File: src/rtl/pim_store_pkg.sv
// Shared definitions for the PIM store unloader.
// Contents:
//   - state_e      : unloader FSM states (IDLE, SEND).
//   - num_beats()  : number of W-bit beats needed to carry an N-bit word.
//   - cnt_width()  : beat counter width, never less than one bit.
//   - DEF_*        : default word/beat geometry and the matching counter width.
package pim_store_pkg;

  typedef enum logic {
    IDLE = 1'b0,
    SEND = 1'b1
  } state_e;

  function automatic int num_beats(input int n, input int w);
    return (n + w - 1) / w;
  endfunction

  function automatic int cnt_width(input int nb);
    return (nb > 1) ? $clog2(nb) : 1;
  endfunction

  localparam int DEF_N     = 10;
  localparam int DEF_W     = 4;
  localparam int DEF_CNT_W = cnt_width(num_beats(DEF_N, DEF_W));

endpackage

File: src/rtl/pim_beat_mux.sv
// Beat selector: picks the W-bit chunk at index 'beat' out of an N-bit word.
// The word is zero-extended to NUM_BEATS*W bits, so any bit positions above
// N on the final beat read as 0.
// Ports:
//   word  in  N      captured PIM word
//   beat  in  CNT_W  beat index, 0..NUM_BEATS-1
//   data  out W      selected chunk
module pim_beat_mux #(
  parameter int N         = 10,
  parameter int W         = 4,
  parameter int NUM_BEATS = 3,
  parameter int CNT_W     = 2
) (
  input  logic [N-1:0]     word,
  input  logic [CNT_W-1:0] beat,
  output logic [W-1:0]     data
);

  logic [NUM_BEATS*W-1:0] padded;

  always_comb begin
    padded        = '0;
    padded[N-1:0] = word;
    data          = '0;
    // Compare against every legal index instead of a variable part-select so
    // an out-of-range index can never address past the padded vector.
    for (int b = 0; b < NUM_BEATS; b++) begin
      if (beat == CNT_W'(b)) begin
        data = padded[b*W +: W];
      end
    end
  end

endmodule

File: src/rtl/pim_store_unloader.sv
// PIM store unloader: captures an N-bit PIM result word on PIM_store and
// streams it LSB chunk first as W-bit beats over a valid/ready interface.
// Ports:
//   clk          in   rising-edge clock
//   rst_n        in   asynchronous active-low reset
//   D            in   N  PIM result word to store
//   PIM_store    in   capture request, sampled on clk
//   clr_overrun  in   synchronous clear of the overrun flag
//   out_data     out  W  current beat
//   out_valid    out  beat valid
//   out_ready    in   sink accepts beat
//   out_last     out  current beat is the final one
//   busy         out  word held / being streamed
//   done         out  one-cycle pulse after the final beat transfers
//   overrun      out  sticky: a capture request was dropped
module pim_store_unloader
  import pim_store_pkg::*;
#(
  parameter int N = 10,
  parameter int W = 4
) (
  input  logic         clk,
  input  logic         rst_n,
  input  logic [N-1:0] D,
  input  logic         PIM_store,
  input  logic         clr_overrun,
  output logic [W-1:0] out_data,
  output logic         out_valid,
  input  logic         out_ready,
  output logic         out_last,
  output logic         busy,
  output logic         done,
  output logic         overrun
);

  localparam int NUM_BEATS = num_beats(N, W);
  localparam int CNT_W     = cnt_width(NUM_BEATS);
  localparam logic [CNT_W-1:0] LAST_BEAT = CNT_W'(NUM_BEATS - 1);

  state_e           state_q,   state_d;
  logic [N-1:0]     shadow_q,  shadow_d;
  logic [CNT_W-1:0] beat_q,    beat_d;
  logic             done_q,    done_d;
  logic             overrun_q, overrun_d;

  logic             xfer;
  logic             last_xfer;
  logic             drop;
  logic [W-1:0]     mux_data;

  assign xfer      = (state_q == SEND) && out_ready;
  assign last_xfer = xfer && (beat_q == LAST_BEAT);
  // A request is only accepted in IDLE or in the cycle the final beat leaves.
  assign drop      = (state_q == SEND) && PIM_store && !last_xfer;

  always_comb begin
    state_d   = state_q;
    shadow_d  = shadow_q;
    beat_d    = beat_q;
    done_d    = 1'b0;

    case (state_q)
      IDLE: begin
        if (PIM_store) begin
          shadow_d = D;
          beat_d   = '0;
          state_d  = SEND;
        end
      end
      SEND: begin
        if (last_xfer) begin
          done_d = 1'b1;
          beat_d = '0;
          if (PIM_store) begin
            // Back-to-back capture: stay in SEND with no idle bubble.
            shadow_d = D;
          end else begin
            state_d = IDLE;
          end
        end else if (xfer) begin
          beat_d = beat_q + 1'b1;
        end
      end
      default: state_d = IDLE;
    endcase

    // Set has priority over clear so a drop in the clear cycle is not lost.
    if (drop) begin
      overrun_d = 1'b1;
    end else if (clr_overrun) begin
      overrun_d = 1'b0;
    end else begin
      overrun_d = overrun_q;
    end
  end

  always_ff @(posedge clk or negedge rst_n) begin
    if (!rst_n) begin
      state_q   <= IDLE;
      shadow_q  <= '0;
      beat_q    <= '0;
      done_q    <= 1'b0;
      overrun_q <= 1'b0;
    end else begin
      state_q   <= state_d;
      shadow_q  <= shadow_d;
      beat_q    <= beat_d;
      done_q    <= done_d;
      overrun_q <= overrun_d;
    end
  end

  pim_beat_mux #(
    .N         (N),
    .W         (W),
    .NUM_BEATS (NUM_BEATS),
    .CNT_W     (CNT_W)
  ) u_beat_mux (
    .word (shadow_q),
    .beat (beat_q),
    .data (mux_data)
  );

  assign out_valid = (state_q == SEND);
  assign busy      = (state_q == SEND);
  assign out_last  = (state_q == SEND) && (beat_q == LAST_BEAT);
  assign out_data  = (state_q == SEND) ? mux_data : '0;
  assign done      = done_q;
  assign overrun   = overrun_q;

endmodule
File: config.mk
export PLATFORM = sky130hd
export DESIGN_NAME = pim_store_unloader
export DESIGN_NICKNAME = d
export VERILOG_FILES = /design/src/rtl/pim_store_pkg.sv /design/src/rtl/pim_beat_mux.sv /design/src/rtl/pim_store_unloader.sv
export SDC_FILE = /design/constraint.sdc
export NUM_CORES = 1
export LEC_CHECK = 0
export CAP_MARGIN = 10
export CORE_MARGIN = 5
export CORE_UTILIZATION = 44
export DETAILED_ROUTE_END_ITERATION = 10
export HOLD_SLACK_MARGIN = 0.06
export PLACE_DENSITY = 0.77
export SLEW_MARGIN = 5
export SYNTH_ARGS = -nofsm -noshare
export SYNTH_HDL_FRONTEND = slang
export SYNTH_SLANG_ARGS = --single-unit
File: constraint.sdc
create_clock -name clk -period 1.6 [get_ports clk]
set_input_delay 0.32 -clock clk [delete_from_list [all_inputs] [get_ports clk]]
set_output_delay 0.32 -clock clk [all_outputs]
set_load 0.01 [all_outputs]
==> impl_metrics.sql <==
INSERT INTO impl_metrics (metric_group, metric, value, unit) VALUES
('final_layout', 'layout.nets', '107', ''),
('route', 'vias_per_cell', '5.148', ''),
('final_layout', 'final_core_util', '64.89', '%'),
('pwr', 'cellLeakagePower', '0.5237', 'nW'),
('timing', 'achievable-frequency', '0.5971', 'GHz'),
('worst_setup_path', 'crit_type', 'reg -> out', ''),
('timing', 'finalHoldWorstSlack', '0.3445', 'ns'),
('final_layout', 'final-seq-area', '379.1', 'um^2'),
('die', 'fp.dieH', '51.72', 'um'),
('timing', 'timing_hold_violations_final', '0', ''),
('status', 'violations', 'setup timing', ''),
('route', 'met3_routed_wl', '78', 'um'),
('worst_setup_path', 'worst-r2r-cell-count', '6', ''),
('logic_synthesis', 'synth_area_per_cell', '13.67', 'um^2'),
('logic_synthesis', 'netlist_top_cells_area', 'sky130_fd_sc_hd__dfrtp_1 (49%), sky130_fd_sc_hd__mux2_4 (20%), sky130_fd_sc_hd__mux2i_1 (6.5%)', ''),
('route', 'antenna_left', '0', ''),
('logic_synthesis', 'synthSimpleGateAreaFrac', '11.93', '%'),
('placement', 'post-place-cells', '99', ''),
('logic_synthesis', 'synth_enable_flop_cells', '0', ''),
('route', 'vias', '556', ''),
('route', 'detail_route.wirelength', '1557', 'um'),
('logic_synthesis', 'synth.area.mux_share', '27.61', '%'),
('min_path', 'min_path_type', 'in -> async', ''),
('global_route', 'grt_pass1_wl', '2504', 'um'),
('global_route', 'number_of_global_route_vias_before_repair', '557', ''),
('placement', 'place.gp.congestion', '0.7492', ''),
('cts', 'cts_root_buf', 'sky130_fd_sc_hd__clkbuf_4', ''),
('logic_synthesis', 'synth_fa_ha_area_share', '0', '%'),
('pwr', 'power-per-cell-area', '1733', 'mW/mm^2'),
('status', 'status', 'complete, but fails checks', ''),
('worst_setup_path', 'critical_path_required', '1.28', 'ns'),
('timing', 'timing.final.max_slew_violations', '0', ''),
('global_route', 'gr-usage-all-layers', '12.83', '%'),
('route', 'detail_route.first_pass.iterations', '4', ''),
('placement', 'dp_slack', '-0.1342', 'ns'),
('timing', 'postLayoutSetupSlackWorst', '-0.07472', 'ns'),
('logic_synthesis', 'synthFlopType', 'sky130_fd_sc_hd__dfrtp_1', ''),
('final_layout', 'multi_input_area', '346.6', 'um^2'),
('worst_setup_path', 'critical_path.reg2reg.endpoint', 'shadow_q[4]', ''),
('timing', 'setup_violations', '3', ''),
('pwr', 'max-vdd-ir-drop', '0.0008848', 'V'),
('route', 'wl_met2', '804', 'um'),
('logic_synthesis', 'syn-num-nets', '71', ''),
('placement', 'port-buffer-count', '23', ''),
('worst_setup_path', 'r2r_start', 'beat_q[1]', ''),
('logic_synthesis', 'synth_top_family_by_area', 'multiplexers', ''),
('logic_synthesis', 'yosys.cell_count.top_type', 'sky130_fd_sc_hd__dfrtp_1', ''),
('logic_synthesis', 'post_synthesis_xor_xnor_area_fraction', '0', '%'),
('final_layout', 'antenna_cells', '0', ''),
('logic_synthesis', 'synth-compound-area-share', '5.719', '%'),
('worst_setup_path', 'worst_setup_path_startpoint', 'beat_q[1]', ''),
('timing', 'layout_worst_path_cycle_share', '104.7', '%'),
('timing', 'setup_repair_after_global_routing_missed_its_margin', 'true', ''),
('logic_synthesis', 'ys_seq_area_share', '49.02', '%'),
('logic_synthesis', 'synthesis.yosys.warnings', '0', ''),
('global_route', 'grt_max_degree', '16', ''),
('worst_setup_path', 'critPathMaxFanout', '5', ''),
('logic_synthesis', 'syn_area', '765.7', 'um^2'),
('logic_synthesis', 'ys_async_sr_fraction', '100.0', '%'),
('route', 'detail_route.drc_violations', '0', ''),
('die', 'floorplan.initialDensity', '45.33', '%'),
('logic_synthesis', 'yosys.area.top_type_share', '49.02', '%'),
('worst_setup_path', 'worst_setup_path_end_kind', 'output pin', ''),
('final_layout', 'n_fill_cell', '131', ''),
('run', 'timing.max_cap.violations', '0', ''),
('route', 'highest-signal-layer', 'met4', ''),
('cts', 'clk_latency', '0.28', 'ns'),
('worst_setup_path', 'critical_path_data_arrival_time', '1.35', 'ns'),
('route', 'met1_length', '653', 'um'),
('die', 'die_width', '51.72', 'um'),
('cts', 'clkSlewWorstSetupHoldPaths', '0.09', 'ns');
==> registers in the layout, summed over array words and instances, names as in the netlist <==
register	cells
done	1
beat_q	2
shadow_q	10
busy	1
overrun	1
==> cell type report <==
type                       instances  share of cell area (%)
clock buffer                       3                   2.055
clock inverter                     1                  0.4566
inverter                           1                  0.3425
multi-input combinational         35                   31.62
sequential                        15                   34.59
tap                               17                   1.941
timing repair buffer              36                   29.00
==> through the flow <==
| stage | setup TNS (ns) | area, um^2 |
|---|---|---|
| global route | -0.4608 | 1096 |
| floorplan | 0 | 765.7 |
| CTS | -0.1680 | 1089 |
| global placement | -1.507 | 1050 |
| detailed placement | -1.578 | 1050 |
| finish | -0.1720 | 1096 |
==> cell families (layout without fill, tap and decap cells) <==
kind of cell,count (synthesis),after routing
muxes,16,16
DFF,15,15
and+or+nand+nor,13,13
AOI/OAI and AO/OA,6,6
buffers and inverters,6,41
==> how the worst min path moves through the flow <==
stage                     slack, ns   startpoint  depth (start not counted)          end
after global placement         0.50  shadow_q[3]                          1  shadow_q[3]
final                          0.34        rst_n                          2  shadow_q[5]
after CTS                      0.35        rst_n                          2      overrun
after floorplan                0.02        rst_n                          0    beat_q[0]
after detailed placement       0.50  shadow_q[1]                          1  shadow_q[1]
after global routing           0.37        rst_n                          2  shadow_q[9]
==> timing repair <==
item,CTS,global route
gates resized for setup,28,2
hold buffers,0,0
buffers inserted,5,0
pin swaps,0,4
setup endpoints to repair,7,5
==> where the power goes <==
group	internal [mW]	switching, mW	total [mW]
sequential	0.556	0.142	0.697
clock	0.0927	0.125	0.218
combinational	0.637	0.347	0.984
==> layer usage <==
metal	vias up	global-route usage, %
met2	18	22.25
met3	2	2.579
met5	-	0
met1	272	14.83
met4	0	6.550
li1	264	-
==> cell usage in the layout, fill, tap and decap left out, drive strengths merged <==
master	n
buf	18
inv	1
nand2	1
a22o	1
dlygate4sd2	2
clkinv	1
and3b	1
nand3	1
a21boi	1
mux2i	5
o21ai	3
nand3b	3
nor3b	1
clkbuf	3
nor2	3
clkdlybuf4s50	16
mux2	11
nand2b	1
dfrtp	15
a21o	1
and2	2
==> critical path, stage by stage, from the launching register on <==
cell                      delay (ns)
sky130_fd_sc_hd__dfrtp_2        0.45
sky130_fd_sc_hd__buf_2          0.16
sky130_fd_sc_hd__buf_4          0.14
sky130_fd_sc_hd__and3b_2        0.19
sky130_fd_sc_hd__buf_2          0.14
Power figures use the tool's default switching activity.
